[src/rtl/route_table_lookup_pkg.sv]
// Shared types and sizing for the routing-table lookup block.
// Optional statistics are enabled with ROUTE_LOOKUP_STATS_EN.
package route_table_lookup_pkg;

    localparam int ROUTING_TABLE_WORD_WIDTH = 32;
    localparam int ROUTING_TABLE_WORD_BITS  = 2;
    localparam int CONN_ID_WIDTH            = 4;
    localparam int DEVICE_ID_WIDTH          = 10;
    localparam int TAG_WIDTH                = 8;

    localparam int ENTRIES_PER_WORD = ROUTING_TABLE_WORD_WIDTH / CONN_ID_WIDTH;
    localparam int TABLE_WORDS      = 2 ** ROUTING_TABLE_WORD_BITS;
    localparam int TABLE_ENTRIES    = TABLE_WORDS * ENTRIES_PER_WORD;
    localparam int ENTRY_BITS       = $clog2(TABLE_ENTRIES);
    localparam int LANE_BITS        = $clog2(ENTRIES_PER_WORD);
    localparam int LSB_BITS         = $clog2(ROUTING_TABLE_WORD_WIDTH);

    typedef enum logic [1:0] {
        EMPTY,
        LOADING,
        ARMED
    } rtl_state_t;

    typedef struct packed {
        logic [CONN_ID_WIDTH-1:0] conn_id;
        logic                     is_local;
        logic                     miss;
        logic [TAG_WIDTH-1:0]     tag;
    } lookup_t;

    // Local beats miss; a miss never reports a table entry.
    function automatic lookup_t resolve(
        input logic [DEVICE_ID_WIDTH-1:0] dest,
        input logic [DEVICE_ID_WIDTH-1:0] self_id,
        input logic [CONN_ID_WIDTH-1:0]   entry,
        input logic [TAG_WIDTH-1:0]       tag
    );
        lookup_t r;
        r     = '0;
        r.tag = tag;
        if (dest == self_id) begin
            r.is_local = 1'b1;
        end else if (dest >= DEVICE_ID_WIDTH'(TABLE_ENTRIES)) begin
            r.miss = 1'b1;
        end else begin
            r.conn_id = entry;
        end
        return r;
    endfunction

endpackage

[src/rtl/route_table_regfile.sv]
// Routing table storage: one synchronous word write port,
// one combinational per-entry read port.
module route_table_regfile
    import route_table_lookup_pkg::*;
(
    input  logic                                clk,
    input  logic                                rst_n,
    input  logic                                wr_en,
    input  logic [ROUTING_TABLE_WORD_BITS-1:0]  wr_addr,
    input  logic [ROUTING_TABLE_WORD_WIDTH-1:0] wr_data,
    input  logic [ENTRY_BITS-1:0]               rd_entry,
    output logic [CONN_ID_WIDTH-1:0]            rd_conn_id
);

    logic [ROUTING_TABLE_WORD_WIDTH-1:0] words [TABLE_WORDS];
    logic [ROUTING_TABLE_WORD_BITS-1:0]  rd_word;
    logic [LANE_BITS-1:0]                rd_lane;
    logic [LSB_BITS-1:0]                 rd_lsb;

    always_ff @(posedge clk) begin
        if (!rst_n) begin
            for (int i = 0; i < TABLE_WORDS; i++) begin
                words[i] <= '0;
            end
        end else if (wr_en) begin
            words[wr_addr] <= wr_data;
        end
    end

    assign rd_word = rd_entry[ENTRY_BITS-1 -: ROUTING_TABLE_WORD_BITS];
    assign rd_lane = rd_entry[LANE_BITS-1:0];
    assign rd_lsb  = LSB_BITS'(rd_lane) * LSB_BITS'(CONN_ID_WIDTH);

    always_comb begin
        rd_conn_id = words[rd_word][rd_lsb +: CONN_ID_WIDTH];
    end

endmodule

[src/rtl/route_table_lookup.sv]
// Routing-table lookup: load FSM, 2-stage valid/ready pipeline.
// Define ROUTE_LOOKUP_STATS_EN for saturating lookup/miss counters.
module route_table_lookup
    import route_table_lookup_pkg::*;
(
    input  logic                                clk,
    input  logic                                rst_n,
    input  logic                                routing_table_program_en,
    input  logic [ROUTING_TABLE_WORD_BITS-1:0]  routing_table_word_addr,
    input  logic [ROUTING_TABLE_WORD_WIDTH-1:0] routing_table_word,
    input  logic                                network_layer_program_en,
    input  logic [DEVICE_ID_WIDTH-1:0]          device_id,
    output logic                                table_ready,
    input  logic                                req_valid,
    output logic                                req_ready,
    input  logic [DEVICE_ID_WIDTH-1:0]          req_dest_id,
    input  logic [TAG_WIDTH-1:0]                req_tag,
    output logic                                rsp_valid,
    input  logic                                rsp_ready,
    output logic [CONN_ID_WIDTH-1:0]            rsp_conn_id,
    output logic                                rsp_local,
    output logic                                rsp_miss,
    output logic [TAG_WIDTH-1:0]                rsp_tag
`ifdef ROUTE_LOOKUP_STATS_EN
   ,output logic [31:0]                         lookup_count,
    output logic [31:0]                         miss_count
`endif
);

    rtl_state_t               state_q;
    rtl_state_t               state_d;
    lookup_t                  lookup_d;
    lookup_t                  s1_q;
    lookup_t                  s2_q;
    logic                     s1_valid;
    logic                     s2_valid;
    logic                     s2_ready;
    logic                     s1_adv;
    logic                     accept;
    logic [CONN_ID_WIDTH-1:0] entry_conn;

    route_table_regfile u_regfile (
        .clk        (clk),
        .rst_n      (rst_n),
        .wr_en      (routing_table_program_en),
        .wr_addr    (routing_table_word_addr),
        .wr_data    (routing_table_word),
        .rd_entry   (req_dest_id[ENTRY_BITS-1:0]),
        .rd_conn_id (entry_conn)
    );

    always_ff @(posedge clk) begin
        if (!rst_n) begin
            state_q <= EMPTY;
        end else begin
            state_q <= state_d;
        end
    end

    always_comb begin
        state_d = state_q;
        unique case (state_q)
            EMPTY:   if (routing_table_program_en) state_d = LOADING;
            LOADING: if (network_layer_program_en) state_d = ARMED;
            ARMED:   if (routing_table_program_en) state_d = LOADING;
            default: state_d = EMPTY;
        endcase
    end

    assign table_ready = (state_q == ARMED);

    // A programming cycle blocks accepts so no lookup races a write.
    assign s2_ready  = ~s2_valid | rsp_ready;
    assign s1_adv    = s1_valid & s2_ready;
    assign req_ready = table_ready & ~routing_table_program_en
                     & (~s1_valid | s2_ready);
    assign accept    = req_valid & req_ready;

    assign lookup_d = resolve(req_dest_id, device_id, entry_conn, req_tag);

    always_ff @(posedge clk) begin
        if (!rst_n) begin
            s1_valid <= 1'b0;
            s1_q     <= '0;
        end else if (accept) begin
            s1_valid <= 1'b1;
            s1_q     <= lookup_d;
        end else if (s1_adv) begin
            s1_valid <= 1'b0;
        end
    end

    always_ff @(posedge clk) begin
        if (!rst_n) begin
            s2_valid <= 1'b0;
            s2_q     <= '0;
        end else if (s2_ready) begin
            s2_valid <= s1_valid;
            if (s1_valid) begin
                s2_q <= s1_q;
            end
        end
    end

    assign rsp_valid   = s2_valid;
    assign rsp_conn_id = s2_q.conn_id;
    assign rsp_local   = s2_q.is_local;
    assign rsp_miss    = s2_q.miss;
    assign rsp_tag     = s2_q.tag;

`ifdef ROUTE_LOOKUP_STATS_EN
    logic arm_entry;
    logic rsp_fire;

    assign arm_entry = (state_q != ARMED) & (state_d == ARMED);
    assign rsp_fire  = s2_valid & rsp_ready;

    always_ff @(posedge clk) begin
        if (!rst_n || arm_entry) begin
            lookup_count <= '0;
            miss_count   <= '0;
        end else if (rsp_fire) begin
            if (lookup_count != '1) begin
                lookup_count <= lookup_count + 32'd1;
            end
            if (s2_q.miss && (miss_count != '1)) begin
                miss_count <= miss_count + 32'd1;
            end
        end
    end
`endif

endmodule

[config.mk]
export PLATFORM = sky130hd
export DESIGN_NAME = route_table_lookup
export DESIGN_NICKNAME = d
export VERILOG_FILES = /design/src/rtl/route_table_lookup_pkg.sv /design/src/rtl/route_table_regfile.sv /design/src/rtl/route_table_lookup.sv
export SDC_FILE = /design/constraint.sdc
export NUM_CORES = 1
export LEC_CHECK = 0
export ABC_CLOCK_PERIOD_IN_PS = 3000
export BUFFER_PORTS_ARGS = -buffer_cell sky130_fd_sc_hd__buf_2
export CAP_MARGIN = 20
export CORE_MARGIN = 8
export CORE_UTILIZATION = 25
export DETAILED_ROUTE_END_ITERATION = 6
export PLACE_DENSITY = 0.48
export SLEW_MARGIN = 20
export SYNTH_ARGS = -nofsm -noshare
export SYNTH_HDL_FRONTEND = slang
export SYNTH_SLANG_ARGS = --single-unit
[constraint.sdc]
create_clock -name clk -period 3 [get_ports clk]
set_clock_uncertainty 0.2 [all_clocks]
set_input_delay 0.45 -clock clk [delete_from_list [all_inputs] [get_ports clk]]
set_output_delay 0.45 -clock clk [all_outputs]
set_load 0.005 [all_outputs]
**Word level (Yosys, flattened, before mapping)**

Memory sizes are Yosys's and may differ from the RTL's.
Cells that the tools add are included.

- $lt $le $gt $ge: 1
- Equal/unequal tests: 5
- Shift operators: 1
- Muxes and demuxes: 17
- Bitwise gates (word level): 9
- Reductions and logical operators: 6

Operators with widths:

| cell | count |
|---|---|
| 32-bit two-way mux | 1 |
| 32-bit OR reduction | 1 |
| 32-bit by 6-bit variable part select with 4-bit output | 1 |
| 10-bit equality test | 1 |
| 10-bit by 6-bit greater-or-equal comparator with 1-bit output (second input constant) | 1 |
| 1-bit two-way mux | 10 |
| 4-bit two-way mux | 2 |
| 2-bit two-way mux | 3 |
| 1-bit AND | 4 |
| 2-bit case mux with 2 select lines | 1 |
| 2-bit AND reduction | 2 |
| 1-bit inverter | 3 |
| 2-bit by 1-bit equality test with 1-bit output (second input constant) | 1 |
| 2-bit equality test (second input constant) | 1 |
| 2-bit zero test | 1 |
| 2-bit by 1-bit inequality test with 1-bit output (second input constant) | 1 |
| 2-bit inequality test (second input constant) | 1 |
| 1-bit OR | 2 |
| 2-bit nonzero test | 1 |
| 2-bit OR reduction | 1 |

- Bits in registers: 32
- Bits in writable memories: 128
- Input port bits: 68
- Output and inout port bits: 17
- Word-level logic and storage cells: 51
- Memories: 1

Memory list:

| memory | depth | bits a word | rd ports | clocked after memory_dff | wr ports | RTL line | RTL |
|---|---|---|---|---|---|---|---|
| u_regfile.words | 4 | 32 | 1 | 0 | 4 | route_table_regfile.sv:15 | `logic [ROUTING_TABLE_WORD_WIDTH-1:0] words [TABLE_WORDS];` |

**Logic depth before layout (Yosys ltp)**

- Depth after elaboration: 6
- Mapped depth: 8
- Gate-level depth less buffers: 5

**By module**

A second synthesis with hierarchy kept.

- Cell total of the unflattened synthesis: 490
- Area, all modules: 7075.5 um^2

By module, submodules not included:

| module | instances | cells each | area each (um^2) | seq. area each (um^2) |
|---|---|---|---|---|
| route_table_regfile | 1 | 335 | 5761.8 | 3843.7 |
| route_table_lookup | 1 | 155 | 1313.8 | 640.6 |

**Worst setup path after synthesis**

Ideal clock, no wire load.

- Path kind: input -> register
- Start point: input port routing_table_program_en
- End point: memory u_regfile.words[2][0], enable pin
- Library setup time: 0.394 ns
- Arrival time: 2.028 ns
- Data required time: 2.406 ns
- Path slack: 0.378 ns
- Cell stages on the path: 4
- Buffers on the path: 1
- Cell sequence: clkbuf_1 -> nand2_1 -> nor3b_1 -> nand2b_1

RTL lines:

| what | RTL line | RTL |
|---|---|---|
| start: declaration | route_table_lookup.sv:8 | `input logic routing_table_program_en,` |
| end: declaration | route_table_regfile.sv:15 |  |

**Final worst setup path**

- Start point: input port req_dest_id[3]
- End point: register s1_q[11] in the netlist's numbering

- Word-level cells in the longest chain between the ends: 4
- Elaborated cells between the ends (all ways): 6
- Classes of those cells: order compare (1); eq/ne (1); shift (1); mux (2); memory (1)

RTL lines:

| what | RTL line | RTL |
|---|---|---|
| start: declaration | route_table_lookup.sv:16 | `input logic [DEVICE_ID_WIDTH-1:0] req_dest_id,` |
| memory 4 x 32 bit | n/a |  |
| 32-bit by 6-bit variable part select with 4-bit output | route_table_regfile.sv:35 | `rd_conn_id = words[rd_word][rd_lsb +: CONN_ID_WIDTH];` |
| 4-bit two-way mux | route_table_lookup_pkg.sv:43 | `end else if (dest >= DEVICE_ID_WIDTH'(TABLE_ENTRIES)) begin` |
| 4-bit two-way mux (*) | route_table_lookup_pkg.sv:41 | `if (dest == self_id) begin` |
| end signal: assignment | route_table_lookup.sv:87 | `s1_q <= lookup_d;` |
| end: declaration | route_table_lookup.sv:33 | `lookup_t s1_q;` |

Every way passes the cells marked *; elsewhere a longest branch is shown, timed or not.
A chain may end at the register's enable or synchronous reset.

==> results.txt <==
* Status: finished clean
- In this run the remaining antenna-violating nets after routing total 0.
- Total die area: approximately 34,000 sq um
* Post-route insts no fill: about 1,000
- Clock slew seen by the registers of the worst setup and hold paths: 60 ps
- The floorplan has 62 rows.
* Total of max-cap violations: 0
- Chip height: between 150 and 200 um
- Design Area, Final: 8660 sq um
- Total Wirelength: 19,600 um
- Walking the worst path, the cells encountered are buf_2, mux4_2, and2_1, o311ai_0, a21oi_1.
- Initial DRT Pass Iterations: 5
- For this block, the via count after detailed routing is around 4,500.
* Synth Cell Area: 7200 sq um
- Number of hold-slack violations in the final timing report: 0
- The worst register-to-register path begins at u_regfile.words[3][13].
* Type of the worst setup path: input port to flop
- Period minus WS final: 2120 ps
- Leaving out fill and tap cells, the most frequent cell in the layout is sky130_fd_sc_hd__edfxtp_1.
- Power spread over the standard cell area amounts to 580 nW/um^2.
* Overall power of the completed layout: 5030 uW
- Layout overhead on the synthesized area: 20.3%
- Once the floorplan was initialized, standard cells occupied 25.2% of the core.
- The worst hold path begins at req_tag[3].
* Number of buffers added for setup after CTS: 0
* Endpoint of the worst hold path: s1_q[3]
- Count of cells resized by post-cts repair: 0
* Sinks on the clock net: between 150 and 200
* Number of warning messages in the yosys log: 0
- After synthesis, the mean cell area works out to approximately 13 sq um.
- Net switching is 23.2% of the power.
* Slew Viols, Final: 0
* Routed WL per cell: 19.3 um
* Class of the most critical hold timing path: input port to flop
- The HPWL after detailed placement is roughly 13,000 um.
- Input and output buffers added on the ports amount to 84.
* Clock power frac: 40.6%
- In the final design database the tool counted 684 nets.
* Total of endpoints with negative setup slack in the final report: 0
- In this run the horizontal extent of the chip is between 150 and 200 um.
- The H-tree generated during clock tree synthesis spans 4 levels.
- Routed vias/inst: 4.43
* Gr usage total: between 10% and 20%
- The worst pin sits at a relative slew slack of 56.3%.
- In this run, the combinational gates consume approximately 8.3% of the power.
- Boundary pin count: 85
- Combined area of the multi-input logic cells: 2570 sq um
* Number of cells on the worst hold path: 3
- When the netlist entered floorplanning its net count stood at roughly 600.
- Slew of the pin with the lowest slew margin: 655 ps
* Part of the cycle the worst path needs: a little over two thirds
* Type of destination of the critical path: flop
* Startpoint type of the worst setup path: input port
- The first global-routing pass estimated slightly below 30,000 um of wire.
* Setup repair after global routing missed its margin: no
- Sequential cells were found to cover 62.3% of the synthesized design area.
* Placer's final routability congestion estimate: 0.797
- Largest net degree at the start of global routing: 40
- Seq pwr share: between 50% and 60%
* Total leakage power: about 0.0033 uW
- Number of synthesized flops with an enable pin: 128
- Area fraction of the dominant cell type after synthesis: roughly 53%
* Internal Dissipation: 3860 uW
- For this run the aggregate overflow at the end of global routing stands at 0.
* Total area of sequential cells: ~4500 sq um
- Including well taps, the total number of placed cells is 981.
* Share of cells above drive strength 1: 24.2%
- Initial antenna violation count: 4
* Number of register bits inferred by synthesis: between 150 and 200
- For this design, the slowest cell found on the critical path is sky130_fd_sc_hd__mux4_2.
- Slowest Stage Delay on Critical Path: 600 ps
* Root buffer selected by CTS: sky130_fd_sc_hd__clkbuf_16
- The number of cells on the worst reg-to-reg path is 5.
* Post-synthesis cell type count: 40
* Area after DPL: ~8100 sq um
- After routing, the total negative slack on setup checks comes to 0 ps.
* Clock buffer depth: 2
- The first routing iteration left roughly 320 violations.
- TritonCTS created 17 clock buffers.
- CP max FO: 19
* Skew-Pair Late Insertion Delay: ~430 ps
- Endpoint arrival time on the critical path: 2210 ps
* Count of hold buffers inserted by post-cts repair: 0
- Fraction of registers with async set/reset: 0%
- TritonCTS built the clock tree.
- Cells fill 30.3% of the core in the end.
- Switching power of the nets: 1170 uW
- DRC violation count after routing: 0
- Most instantiated flip-flop cell in the synthesis netlist: sky130_fd_sc_hd__edfxtp_1
* Achievable clock frequency: 472 MHz
* Count of mapped cells out of synthesis: 536
* Via count of the first global-routing pass: around 5,000
- Highest-count cells in the layout ignoring fill and taps: 128 x sky130_fd_sc_hd__edfxtp_1, 101 x sky130_fd_sc_hd__and2_1, 84 x sky130_fd_sc_hd__buf_2
- Setup slack on the worst reg-to-reg path comes out at 1010 ps.
- For the worst setup path, the data required time is 3090 ps.
- The layout has about 3,000 filler cells.
* Worst ir drop on vdd: 0.361 mV
* Top post-synthesis cells by area: sky130_fd_sc_hd__edfxtp_1 53%, sky130_fd_sc_hd__dfxtp_1 8.9%, sky130_fd_sc_hd__and2_1 8.8%
- The total area inside the core boundary comes to 28,500 sq um.
- Endpoint of the worst-slack reg-to-reg timing path: s1_q[11]
- The biggest area contributor in the post-synthesis netlist is sky130_fd_sc_hd__edfxtp_1.
stage by stage:
| stage | hold WS, ps | setup WS, ps |
|---|---|---|
| 2_1_floorplan | 241 | 378 |
| 3_3_place_gp | 245 | 474 |
| 3_5_place_dp | 258 | 427 |
| 4_1_cts | 67.1 | 887 |
| 5_1_grt | 75.8 | 723 |
| 6_report | 85.1 | 883 |
layout make-up:
cell class	count	share of cell area, %
tap	384	5.55
timing repair buffer	98	6.64
antenna	2	0.0578
sequential	160	51.8
inverter	1	0.0433
clock inverter	12	1.27
multi-input combinational	338	29.6
clock buffer	20	5.04
power by group through the flow:
stage	Clock (uW)	Sequential, uW	Combinational (uW)
4_1_cts	2090	2570	432
2_1_floorplan	0	2610	246
3_3_place_gp	0	2610	428
6_report	2040	2570	419
3_5_place_dp	0	2620	429
5_1_grt	2170	2580	462
critical path: cells and delay by family:
kind                   cells  cell delay (ps)
AO/OA/AOI/OAI              2              460
multiplexers               1              600
buffers and inverters      1              510
AND/OR/NAND/NOR            1              170
routing by layer:
layer / GRT usage (%) / vias to the layer above / wire (um)
met3: 3.53 / 12 / 1380
met2: 18.6 / 126 / 9060
met5: 0 / - / 23
met4: 3.81 / 4 / 192
met1: 14.9 / 2224 / 8910
li1: - / 2131 / -
worst max-delay path by stage:
stage | startpoint | endpoint | slack, ps | cells past startpoint
2_1_floorplan | routing_table_program_en | u_regfile.words[2][0] | 380 | 4
3_3_place_gp | req_dest_id[3] | s1_q[11] | 470 | 5
3_5_place_dp | req_dest_id[3] | s1_q[12] | 430 | 6
4_1_cts | req_dest_id[3] | s1_q[12] | 890 | 6
5_1_grt | req_dest_id[3] | s1_q[11] | 720 | 6
6_report | req_dest_id[3] | s1_q[11] | 880 | 5
cells by family (layout without fill, tap and decap cells):
group | Yosys count | in the layout | synth area share [%]
other | 0 | 2 | 0
buffers and inverters | 38 | 131 | 2.31
multiplexers | 61 | 61 | 11.7
flip-flops | 160 | 160 | 62.3
XOR/XNOR | 10 | 10 | 1.22
AO/OA/AOI/OAI | 54 | 54 | 5.52
AND/OR/NAND/NOR | 213 | 213 | 17.0
sequential cells by signal, indices dropped and copies added (netlist names):
name,flops
state_q,2
rsp_valid,1
s1_valid,1
rsp_miss,1
rsp_tag,8
u_regfile.words,128
rsp_local,1
rsp_conn_id,4
s1_q,14
cells in the mapped netlist (8+ instances only):
cell / instances
sky130_fd_sc_hd__edfxtp_1: 128
sky130_fd_sc_hd__and2_1: 101
sky130_fd_sc_hd__mux2i_1: 37
sky130_fd_sc_hd__nand2_1: 37
sky130_fd_sc_hd__and3_1: 34
sky130_fd_sc_hd__dfxtp_1: 32
sky130_fd_sc_hd__clkbuf_1: 25
sky130_fd_sc_hd__mux4_2: 18
sky130_fd_sc_hd__a21boi_0: 15
sky130_fd_sc_hd__nor2b_1: 15
sky130_fd_sc_hd__a22oi_1: 9
sky130_fd_sc_hd__xor2_1: 8
Note: power is estimated with default switching activity, not from simulation.
